File: src/rtl/isa_pkg.sv
// Shared ISA definitions: instruction field positions and widths, opcodes, and fetch states.
// This package holds constants and types only, so latency and backpressure do not apply.
package isa_pkg;

    localparam int INSTR_W    = 16;

    localparam int OPCODE_MSB = 15;
    localparam int OPCODE_LSB = 12;
    localparam int RD_MSB     = 11;
    localparam int RD_LSB     = 9;
    localparam int RS1_MSB    = 8;
    localparam int RS1_LSB    = 6;
    localparam int RS2_MSB    = 5;
    localparam int RS2_LSB    = 3;
    localparam int IMM_MSB    = 6;
    localparam int IMM_LSB    = 0;
    localparam int NZIMM_MSB  = 5;
    localparam int NZIMM_LSB  = 0;
    localparam int OFFSET_MSB = 8;
    localparam int OFFSET_LSB = 0;

    localparam int OPCODE_W   = OPCODE_MSB - OPCODE_LSB + 1;
    localparam int REG_W      = RD_MSB - RD_LSB + 1;
    localparam int IMM_W      = IMM_MSB - IMM_LSB + 1;
    localparam int NZIMM_W    = NZIMM_MSB - NZIMM_LSB + 1;
    localparam int OFFSET_W   = OFFSET_MSB - OFFSET_LSB + 1;

    typedef enum logic [OPCODE_W-1:0] {
        OP_ADD  = 4'h0,
        OP_ADDI = 4'h1,
        OP_SUB  = 4'h2,
        OP_AND  = 4'h3,
        OP_OR   = 4'h4,
        OP_LI   = 4'h5,
        OP_BEQ  = 4'h6,
        OP_BNE  = 4'h7,
        OP_JMP  = 4'h8,
        OP_HALT = 4'hF
    } opcode_e;

    typedef enum logic [1:0] {
        ST_IDLE  = 2'd0,
        ST_FETCH = 2'd1,
        ST_ISSUE = 2'd2,
        ST_HALT  = 2'd3
    } fetch_state_e;

endpackage

File: src/rtl/instr_fetch_unit_if.sv
// Instruction-memory read port: the fetch unit drives the address, and the memory returns the word.
// The word is valid one cycle after the address; there is no backpressure.
interface instr_fetch_unit_if #(
    parameter int PC_W = 8
);
    import isa_pkg::*;

    logic [PC_W-1:0]    imem_addr;
    logic [INSTR_W-1:0] imem_data;

    modport master (output imem_addr, input  imem_data);
    modport slave  (input  imem_addr, output imem_data);
endinterface

File: src/rtl/pc_next_logic.sv
// PC commit value: 0 on the first step, pc+sext(offset) on a taken branch (IFU_BRANCH_EN only), else pc+1.
// This block is purely combinational, so it has no latency and no backpressure.
module pc_next_logic
    import isa_pkg::*;
#(
    parameter int PC_W = 8
) (
    input  logic [PC_W-1:0]     pc,
    input  logic [OFFSET_W-1:0] offset,
    input  logic                take_branch,
    input  logic                first_step,
    output logic [PC_W-1:0]     next_pc
);

    logic [PC_W-1:0] offset_ext;
    logic            branch;

    // Sign-extend the offset, or truncate it, so that the sum wraps modulo 2^PC_W.
    generate
        if (PC_W > OFFSET_W) begin : g_sext
            assign offset_ext = {{(PC_W-OFFSET_W){offset[OFFSET_W-1]}}, offset};
        end else begin : g_trunc
            logic unused_offset;
            assign unused_offset = ^offset;
            assign offset_ext    = offset[PC_W-1:0];
        end
    endgenerate

`ifdef IFU_BRANCH_EN
    assign branch = take_branch;
`else
    logic unused_take_branch;
    assign unused_take_branch = take_branch;
    assign branch             = 1'b0;
`endif

    always_comb begin
        next_pc = pc + PC_W'(1);
        if (first_step) begin
            next_pc = '0;
        end else if (branch) begin
            next_pc = pc + offset_ext;
        end
    end

endmodule

File: src/rtl/instr_fetch_unit.sv
// Step-driven fetch and issue of one instruction. instr_valid follows the step edge by 2 cycles; IFU_BRANCH_EN enables branches.
// A step during FETCH, ISSUE or HALT is dropped and is not queued, and only reset leaves HALT.
module instr_fetch_unit
    import isa_pkg::*;
#(
    parameter int                  PC_W        = 8,
    parameter logic [OPCODE_W-1:0] HALT_OPCODE = OP_HALT
) (
    input  logic                 clk,
    input  logic                 reset,
    input  logic                 step,
    input  logic                 take_branch,
    instr_fetch_unit_if.master   imem,
    output logic [PC_W-1:0]      pc,
    output logic [OPCODE_W-1:0]  opcode,
    output logic [REG_W-1:0]     rd,
    output logic [REG_W-1:0]     rs1,
    output logic [REG_W-1:0]     rs2,
    output logic [IMM_W-1:0]     immediate,
    output logic [NZIMM_W-1:0]   nzimm,
    output logic [OFFSET_W-1:0]  offset,
    output logic                 instr_valid,
    output logic                 halted
);

    fetch_state_e       state, state_nxt;
    logic [PC_W-1:0]    pc_q;
    logic [PC_W-1:0]    addr_q;
    logic [PC_W-1:0]    pc_commit;
    logic [INSTR_W-1:0] instr_q;
    logic               started_q;
    logic               step_accept;

    assign step_accept = (state == ST_IDLE) && step;

    pc_next_logic #(
        .PC_W        (PC_W)
    ) u_pc_next (
        .pc          (pc_q),
        .offset      (instr_q[OFFSET_MSB:OFFSET_LSB]),
        .take_branch (take_branch),
        .first_step  (!started_q),
        .next_pc     (pc_commit)
    );

    always_ff @(posedge clk or posedge reset) begin
        if (reset) begin
            state <= ST_IDLE;
        end else begin
            state <= state_nxt;
        end
    end

    always_comb begin
        state_nxt = state;
        case (state)
            ST_IDLE:  if (step) state_nxt = ST_FETCH;
            ST_FETCH: state_nxt = ST_ISSUE;
            ST_ISSUE: state_nxt = (instr_q[OPCODE_MSB:OPCODE_LSB] == HALT_OPCODE) ? ST_HALT : ST_IDLE;
            ST_HALT:  state_nxt = ST_HALT;
            default:  state_nxt = ST_IDLE;
        endcase
    end

    // pc and the fetched word change only on an accepted step and at the end of FETCH, so they stay stable during ISSUE and IDLE.
    always_ff @(posedge clk or posedge reset) begin
        if (reset) begin
            pc_q      <= '0;
            addr_q    <= '0;
            instr_q   <= '0;
            started_q <= 1'b0;
        end else begin
            if (step_accept) begin
                pc_q      <= pc_commit;
                addr_q    <= pc_commit;
                started_q <= 1'b1;
            end
            if (state == ST_FETCH) begin
                instr_q <= imem.imem_data;
            end
        end
    end

    assign imem.imem_addr = addr_q;
    assign pc             = pc_q;

    assign opcode    = instr_q[OPCODE_MSB:OPCODE_LSB];
    assign rd        = instr_q[RD_MSB:RD_LSB];
    assign rs1       = instr_q[RS1_MSB:RS1_LSB];
    assign rs2       = instr_q[RS2_MSB:RS2_LSB];
    assign immediate = instr_q[IMM_MSB:IMM_LSB];
    assign nzimm     = instr_q[NZIMM_MSB:NZIMM_LSB];
    assign offset    = instr_q[OFFSET_MSB:OFFSET_LSB];

    assign instr_valid = (state == ST_ISSUE);
    assign halted      = (state == ST_HALT);

endmodule

File: src/flat_wrapper.sv
// flat-port wrapper written by rule: the top's interface ports become plain ports
module instr_fetch_unit_flat import isa_pkg::*;
#(
    parameter int                  PC_W        = 8,
    parameter logic [OPCODE_W-1:0] HALT_OPCODE = OP_HALT
)
  (clk, reset, step, take_branch, pc, opcode, rd, rs1, rs2, immediate, nzimm, offset, instr_valid, halted, imem_imem_addr, imem_imem_data);
  instr_fetch_unit_if #(.PC_W(PC_W)) imem_i ();
  input  logic clk;
  input  logic reset;
  input  logic step;
  input  logic take_branch;
  output logic [PC_W-1:0] pc;
  output logic [OPCODE_W-1:0] opcode;
  output logic [REG_W-1:0] rd;
  output logic [REG_W-1:0] rs1;
  output logic [REG_W-1:0] rs2;
  output logic [IMM_W-1:0] immediate;
  output logic [NZIMM_W-1:0] nzimm;
  output logic [OFFSET_W-1:0] offset;
  output logic instr_valid;
  output logic halted;
  output wire logic [$bits(imem_i.imem_addr)-1:0] imem_imem_addr;
  input wire logic [$bits(imem_i.imem_data)-1:0] imem_imem_data;
  assign imem_imem_addr = imem_i.imem_addr;
  assign imem_i.imem_data = imem_imem_data;
  instr_fetch_unit #(.PC_W(PC_W), .HALT_OPCODE(HALT_OPCODE)) u_core (.clk(clk), .reset(reset), .step(step), .take_branch(take_branch), .imem(imem_i), .pc(pc), .opcode(opcode), .rd(rd), .rs1(rs1), .rs2(rs2), .immediate(immediate), .nzimm(nzimm), .offset(offset), .instr_valid(instr_valid), .halted(halted));
endmodule
File: config.mk
export PLATFORM = sky130hd
export DESIGN_NAME = instr_fetch_unit_flat
export DESIGN_NICKNAME = d
export VERILOG_FILES = /design/src/rtl/isa_pkg.sv /design/src/rtl/instr_fetch_unit_if.sv /design/src/rtl/pc_next_logic.sv /design/src/rtl/instr_fetch_unit.sv /design/src/flat_wrapper.sv
export SDC_FILE = /design/constraint.sdc
export NUM_CORES = 1
export LEC_CHECK = 0
export ABC_CLOCK_PERIOD_IN_PS = 5350
export CAP_MARGIN = 20
export CORE_MARGIN = 1.5
export CORE_UTILIZATION = 41
export DETAILED_ROUTE_END_ITERATION = 8
export PLACE_DENSITY = 0.87
export SLEW_MARGIN = 0
export SYNTH_ARGS = -nofsm -noshare
export SYNTH_HDL_FRONTEND = slang
export SYNTH_SLANG_ARGS = --single-unit
File: constraint.sdc
create_clock -name clk -period 5.35 [get_ports clk]
set_clock_uncertainty 0.1 [all_clocks]
set_input_delay 0.8025 -clock clk [delete_from_list [all_inputs] [get_ports clk]]
set_output_delay 0.8025 -clock clk [all_outputs]
set_load 0.005 [all_outputs]
==> results of run 1 <==
[layout make-up]
cell class / count / area [um2]
Tap cell: 44 / 55.1
Sequential cell: 27 / 676
Multi-Input combinational cell: 58 / 423
Inverter: 1 / 3.75
Timing Repair Buffer: 72 / 738
Fill cell: 267 / 1130
Clock buffer: 4 / 26.3
[power by group]
| group | switching, mW | internal (mW) | total (mW) |
|---|---|---|---|
| logic | 0.173 | 0.410 | 0.583 |
| registers | 0.0920 | 0.295 | 0.387 |
| clock network | 0.0571 | 0.0291 | 0.0862 |
| total | 0.322 | 0.733 | 1.06 |
[cell usage in the layout, fill, tap and decap left out]
master and n:
sky130_fd_sc_hd__clkdlybuf4s50_1 71, sky130_fd_sc_hd__dfrtp_1 27, sky130_fd_sc_hd__mux2_2 16, sky130_fd_sc_hd__nand2_1 7
sky130_fd_sc_hd__o21ai_0 6, sky130_fd_sc_hd__a21oi_1 5, sky130_fd_sc_hd__nor2_1 3, sky130_fd_sc_hd__clkbuf_4 3
sky130_fd_sc_hd__nand2b_1 2, sky130_fd_sc_hd__nand3_1 2, sky130_fd_sc_hd__or3_1 2, sky130_fd_sc_hd__o31ai_1 2
sky130_fd_sc_hd__or4_1 2, sky130_fd_sc_hd__or3b_1 1, sky130_fd_sc_hd__or2b_1 1, sky130_fd_sc_hd__and4_1 1
sky130_fd_sc_hd__a31oi_1 1, sky130_fd_sc_hd__nor3_1 1, sky130_fd_sc_hd__nand4_1 1, sky130_fd_sc_hd__a2bb2oi_1 1
sky130_fd_sc_hd__and2b_1 1, sky130_fd_sc_hd__and2_1 1, sky130_fd_sc_hd__inv_1 1, sky130_fd_sc_hd__a21o_1 1
sky130_fd_sc_hd__ha_1 1, sky130_fd_sc_hd__clkbuf_1 1, sky130_fd_sc_hd__buf_16 1
[worst register-to-register path: cells and delay by family, from the launching register on]
kind	cells	cell delay (ns)
compound gates	1	0.16
simple gates	2	1.19
flops	1	0.46
[path summary, 6_finish.rpt]
kind | to | slack, ns | depth (start not counted)
setup / recovery | u_core.imem.imem_addr[5] | 2.90 | 4
hold / removal | u_core.instr_q[11] | 0.43 | 1
setup reg to reg | u_core.imem.imem_addr[5] | 3.38 | 3
hold reg to reg | u_core.instr_q[11] | 0.43 | 1
max in group asynchronous | u_core.instr_q[2] | 4.17 | 3
min in group asynchronous | u_core.instr_q[8] | 0.59 | 2
[per-layer routing]
| layer | vias to the layer above | part of all wire | GRT usage |
|---|---|---|---|
| met5 | - | 0 | 0 |
| met4 | 0 | 0.0097 | 0.0476 |
| met3 | 2 | 0.033 | 0.0238 |
| met2 | 29 | 0.58 | 0.306 |
| li1 | 464 | - | - |
| met1 | 492 | 0.38 | 0.165 |
[state kept, by name (all words and copies together), names as in the netlist]
| signal | cells |
|---|---|
| u_core.state | 2 |
| u_core.started_q | 1 |
| u_core.instr_q | 16 |
| u_core.imem.imem_addr | 8 |
[stage by stage]
stage,worst slack (ns),std cells
2_1_floorplan,3.28,117
3_3_place_gp,2.64,201
3_5_place_dp,2.56,201
4_1_cts,2.90,205
5_1_grt,2.86,206
6_report,2.90,206
[kinds of logic after synthesis]
logic type / after synthesis / share of synthesized area
AOI/OAI and AO/OA: 16 / 0.0700
and+or+nand+nor: 25 / 0.104
muxes: 16 / 0.136
DFF: 27 / 0.511
adders and majority gates: 1 / 0.00946
buffers and inverters: 32 / 0.169
==> run summary, run 1 <==
Among all flip-flop cells after synthesis, the most frequent one is sky130_fd_sc_hd__dfrtp_1. The synthesized design contains 0 enable-type register cells. The area share of the largest cell type after synthesis is 0.511, and the die span in x is 59.8 um. The maximum resistive drop on vdd was 0.287 mV.

The register area share after synthesis was 0.511; the total wire length was 2.80 mm. The worst path buffer plus inverter count was 1; the number of antenna violations at the first check in global routing was 0. The run gives 0 as the antenna diode count. The flow ran to the end, and the final reports show no timing, DRC or antenna violations. The DRC violations left was 0. Overall power consumption after layout is estimated at 1.06 mW.

The number of distinct library cell variants in the gate-level netlist after synthesis came out at 26. By count the netlist is led by 27 x sky130_fd_sc_hd__buf_4, 27 x sky130_fd_sc_hd__dfrtp_1, 16 x sky130_fd_sc_hd__mux2_2, 7 x sky130_fd_sc_hd__nand2_1, 6 x sky130_fd_sc_hd__o21ai_0. The region available for standard cell placement spans 3050 um2. The number of synthesis warnings is 0. The total global routing track utilization was 0.155; the portion of the clock cycle consumed by the worst path in the final layout was 0.458.

For this run, the detailed router's first-pass iteration total came to 4. TritonCTS built the clock tree. Classification of the worst setup path: in -> reg. Clock period minus worst slack: 2.45 ns. The cell sitting at the root of the clock tree is a sky130_fd_sc_hd__clkbuf_4. Each instance of the synthesized netlist takes up on average 11.3 um2.

Sorting the synthesized cells by area gives the leading types as sky130_fd_sc_hd__dfrtp_1 51%, sky130_fd_sc_hd__buf_4 15%, sky130_fd_sc_hd__mux2_2 14%. The sink count of the clock tree was 27. The tightest min-delay check is of the reg -> reg type.

For the half-perimeter wire length of the detailed placement result, the log shows 2.18 mm. The count of input and output buffers is 71, and the count of final max-slew check failures is 0. For the pin with the worst max-slew slack, the measured transition is 0.648 ns.

The final route contains 987 vias. Across all hold checks on the routed design, the worst slack comes to 0.429 ns. For this design the ratio of total power to cell area is 549 nW/um2. The total die area is 3580 um2, and the mean number of vias per cell is 4.79. Setup repair after global routing left no endpoint under its margin. For the worst slew margin relative to its limit, the log shows 0.568. For the largest net degree at the start of global routing, the log shows 28. The slowest stage of the critical path belongs to the cell sky130_fd_sc_hd__or3b_1.

The first-pass GRT wire length was 4.15 mm. The count of max-cap constraint violations was 0; the area of all placed cells without fillers was 1920 um2. Tracing the worst setup path back leads to its startpoint at step. In this run the worst path has a maximum fanout of 18.

In this run, CTS created clock tree buffers numbering 3. After clock tree synthesis, the setup repair step added 0 buffers. At the end of routability-driven placement, the weighted congestion stood at 0.678. The initial standard-cell utilization of the core was 0.433. The share of flip-flops with an asynchronous set or reset was 1.00; the hold-fix buffer count after cts was 0. Cell row count: 20. The run gives 73 as the number of I/O pins. The utilization after layout is 0.630. The startpoint identified for the worst register-to-register timing path is u_core.state[0]. The worst hold path begins at u_core.instr_q[11]. The tools report the via count of the first global-routing pass as 927.

STA classifies the critical path startpoint as a primary input. The synthesis-to-finish area growth came out at 45.3%. The number of levels the H-tree was split into was 1. In this run, post-CTS repair resized a total of 0 instances. When the netlist entered floorplanning its net count stood at 138.

The synthesized cell area was 1320 um2; the overall overflow remaining after global route was 0. STA classifies the critical path endpoint as a flop. Data arrives at the worst endpoint at 2.61 ns. The y dimension of the die is 59.8 um, and the post-CTS clock slew at the launch and capture registers of the worst setup and hold paths is 0.14 ns. In this design, the stage delay of the slowest critical-path cell is 0.58 ns. STA puts the critical path data required time at 5.50 ns. The synthesized design contains 27 register bits. After the last flow step, the layout net total stands at 184. Setup violations remaining at the end of the flow were counted as 0.

The longest clock path from root to sink contains 2 buffers. The number of instances in the synthesized netlist was 117; the worst-skew pair later-pin latency was 0.32 ns. In the final routed layout, each cell accounts on average for 13.6 um. After the first detailed-routing iteration, the DRC count stood at 11.

The run gives 1870 um2 as the standard cell area after detailed placement. The cell type with the highest aggregate area in the netlist was sky130_fd_sc_hd__dfrtp_1. The tools report the leakage power figure as 0.781 nW.

The tools report the final hold violation count as 0. The number of nets with antenna violations after detailed routing is 0. The share of layout cells above drive strength 1 works out to 0.123. Traced cell by cell, the critical path runs through clkdlybuf4s50_1, or3b_1, or4_1, a21oi_1. Summed over all failing endpoints, the final setup total negative slack is 0 ns. Derived from the worst setup path, the maximum achievable clock frequency is 408 MHz.

The cell family contributing the most delay on the critical path is simple AND/OR/NAND/NOR gates.
No activity file was read; power rests on OpenSTA's default activity.
==> run 2, diff against run 1 <==
Settings changed: ABC_CLOCK_PERIOD_IN_PS 5350 to 2200, CORE_UTILIZATION 41 to 34, PLACE_DENSITY 0.87 to 0.78.
Clock period 5.35 ns to 2.2 ns, I/O delays scaled along.
==> run 2 against run 1 <==
First-iteration DRC count up 82%; register-to-register slack lost 2.9 ns; combinational power increased by 150%; wire length fell by 1.1%; critical path type is now reg -> out; largest power group unchanged.
==> run summary, run 2 (synthesis gave the netlist of run 1 again) <==
Adding up every negative setup slack in the final design gives 0 ns. Detailed routing inserted a total of 997 vias. During placement, the flow inserted port buffers numbering 71. The tools report the required time of the critical path as 1.77 ns.

The relative contribution of the clock network to total power came out at 0.103. After global routing the overflow that remains totals 0. For this run, design rule violations remaining after detail routing come to 0.

The worst register-to-register path ends at u_core.imem.imem_addr[7]. The logs give 73 for the number of I/O pins and 0 for the antenna diode count. Classification of the worst setup path: reg -> out. The run gives 2.10 mm as the half-perimeter wire length of the detailed placement result. The portion of the clock cycle consumed by the worst path in the final layout works out to 0.839. For the total internal power, the log shows 1.86 mW. Counting tap cells, the placed design contains a total of 208 instances. The share of layout cells above drive strength 1 was 0.134.

In the final layout, flip-flops and latches occupy 676 um2. Setup repair after global routing left no endpoint under its margin. The tools report the share of total power in combinational logic as 0.539.

The run gives 0 as the number of nets with antenna violations after detailed routing. The switching share of power is 0.300, and the number of CTS-inserted buffers is 3. The post-CTS setup-driven buffer insertion count was 0. Setup violations remaining at the end of the flow were counted as 0. The number of search-and-repair iterations in the first detailed-routing pass is 4, and the wire length per cell after detailed routing is 13.0 um.

Path depth of the worst reg2reg path: 3. The run gives 2.76 mm as the total wire length. The tools report the total global routing track utilization as 0.135. The completed layout was analyzed and its total power is 2.66 mW.

The run gives 0.778 as the worst slew margin relative to its limit. The initial standard-cell utilization of the core is 0.359, and the power density over the cells is 1370 nW/um2. TritonCTS built the clock tree. Origin of the critical flop-to-flop path: u_core.state[0].

The register with the most flip-flops in the layout has 16 of them. Element type at the critical path end: an output pin. The tools report the largest net degree at the start of global routing as 28.

The run gives 0.43 ns as the register-to-register setup slack. Counting I/O delays and the setup requirement, the final critical path takes 1.85 ns. At the pin with the least slew margin, the transition time is 0.333 ns. The finished cells cover 1940 um2.

The die span in x works out to 65.4 um. In this run, post-CTS repair resized a total of 0 instances. Worst-path cell with the longest stage delay: sky130_fd_sc_hd__clkdlybuf4s50_1. Dividing the detail-routed via count by the number of cells gives 4.70. The area growth from synthesis to layout is 46.7%.

The library cell used most frequently in the layout, excluding fill and tap cells, is sky130_fd_sc_hd__clkdlybuf4s50_1. The post-CTS clock slew at the launch and capture registers of the worst setup and hold paths was 0.09 ns; the first-pass GRT wire length was 4.50 mm. The logs give 0.358 for the proportion of power drawn by flip-flops and latches and 542 MHz for the highest clock frequency the design can meet. The run finished with clean final reports. Counting along the longest clock path gives a buffer depth of 2. For the worst setup path, the data arrival time is 1.42 ns.

The tools report the hold-fix buffer count after cts as 0. IR analysis of the VDD net gives a maximum drop of 0.697 mV. Clock latency on the worst-skew pair, taken at its later pin, is 0.26 ns. In this run the clock root is driven by a sky130_fd_sc_hd__clkbuf_8. The run gives 423 um2 as the area of the multi-input gates.

The analysis attributes to net switching a power of 0.798 mW. The worst setup path is launched from a flop. Leaving out fill and tap cells, the most frequent cells in the layout are 71 x sky130_fd_sc_hd__clkdlybuf4s50_1, 27 x sky130_fd_sc_hd__dfrtp_1, 16 x sky130_fd_sc_hd__mux2_2, 7 x sky130_fd_sc_hd__nand2_1, 6 x sky130_fd_sc_hd__o21ai_0.

The initialized floorplan defines 22 standard-cell rows. The leakage power figure is 0.790 nW. After the first detailed-routing iteration, the DRC count stood at 20. The y dimension of the die is 65.4 um, and the placer's final routability congestion estimate is 0.875. The signal on the critical path passes through and2b_1, clkdlybuf4s50_1.

The placed instances occupy a cell area of 1900 um2. The count of final max-slew check failures was 0. The run gives 0.526 as the utilization after layout. The post-layout instance count excluding filler cells is 212, and the number of levels the H-tree was split into is 1. The register containing the most flip-flops in the final layout is u_core.instr_q. The classification of the worst-slack hold path is in -> async. The count of max-cap constraint violations is 0, and the largest fanout of any net on the critical path is 7. The number of inserted filler cells in the final layout is 343.

The final hold violation count is 0, and the delay contributed by the slowest stage of the critical path is 0.51 ns. After the last flow step, the layout net total stands at 186. For the total die area, the log shows 4270 um2. The logs give 27 for the sink count of the clock tree and 1017 for the via count of the first global-routing pass. The region available for standard cell placement spans 3690 um2. The run gives 0 as the number of antenna violations at the first check in global routing.
==> run 2: layer usage <==
metal | wire length (um) | part of all wire | GRT usage
met4 | 25 | 0.0090 | 0.0521
met3 | 290 | 0.10 | 0.0514
met5 | 0 | 0 | 0
met2 | 1330 | 0.48 | 0.217
met1 | 1120 | 0.40 | 0.165
==> run 2: worst max path at each step <==
stage / start / end / slack [ns] / cells after the start
finish: u_core.state[0] / instr_valid / 0.35 / 2
global route: step / u_core.imem.imem_addr[5] / 0.27 / 4
floorplan: u_core.state[0] / u_core.imem.imem_addr[5] / 0.49 / 4
detailed placement: step / u_core.imem.imem_addr[7] / 0.08 / 4
CTS: u_core.state[0] / instr_valid / 0.33 / 2
global placement: step / u_core.imem.imem_addr[5] / 0.12 / 4
==> run 2: area by class of cell <==
class	instances	share of cell area
Inverter	1	0.00193
Timing Repair Buffer	74	0.378
Clock buffer	4	0.0232
Sequential cell	27	0.348
Multi-Input combinational cell	58	0.218
Tap cell	48	0.0309
==> run 2: critical path, delay by kind of cell (launching register included) <==
| family | cells | cell delay (ns) |
|---|---|---|
| DFF | 1 | 0.43 |
| and+or+nand+nor | 1 | 0.21 |
| buffers and inverters | 1 | 0.51 |
==> run 2: through the flow <==
| stage | setup slack (ns) | hold slack (ns) |
|---|---|---|
| global placement | 0.120 | 0.388 |
| detailed placement | 0.0771 | 0.408 |
| finish | 0.354 | 0.317 |
| floorplan | 0.493 | 0.283 |
| global route | 0.266 | 0.371 |
| CTS | 0.334 | 0.329 |
==> run 2: power by group through the flow <==
| stage | clock network (mW) | logic [mW] | registers (mW) |
|---|---|---|---|
| 2_1_floorplan | 0 | 0.752 | 0.933 |
| 3_3_place_gp | 0 | 1.42 | 0.931 |
| 3_5_place_dp | 0 | 1.45 | 0.958 |
| 4_1_cts | 0.283 | 1.46 | 0.953 |
| 5_1_grt | 0.304 | 1.55 | 0.996 |
| 6_report | 0.273 | 1.43 | 0.951 |
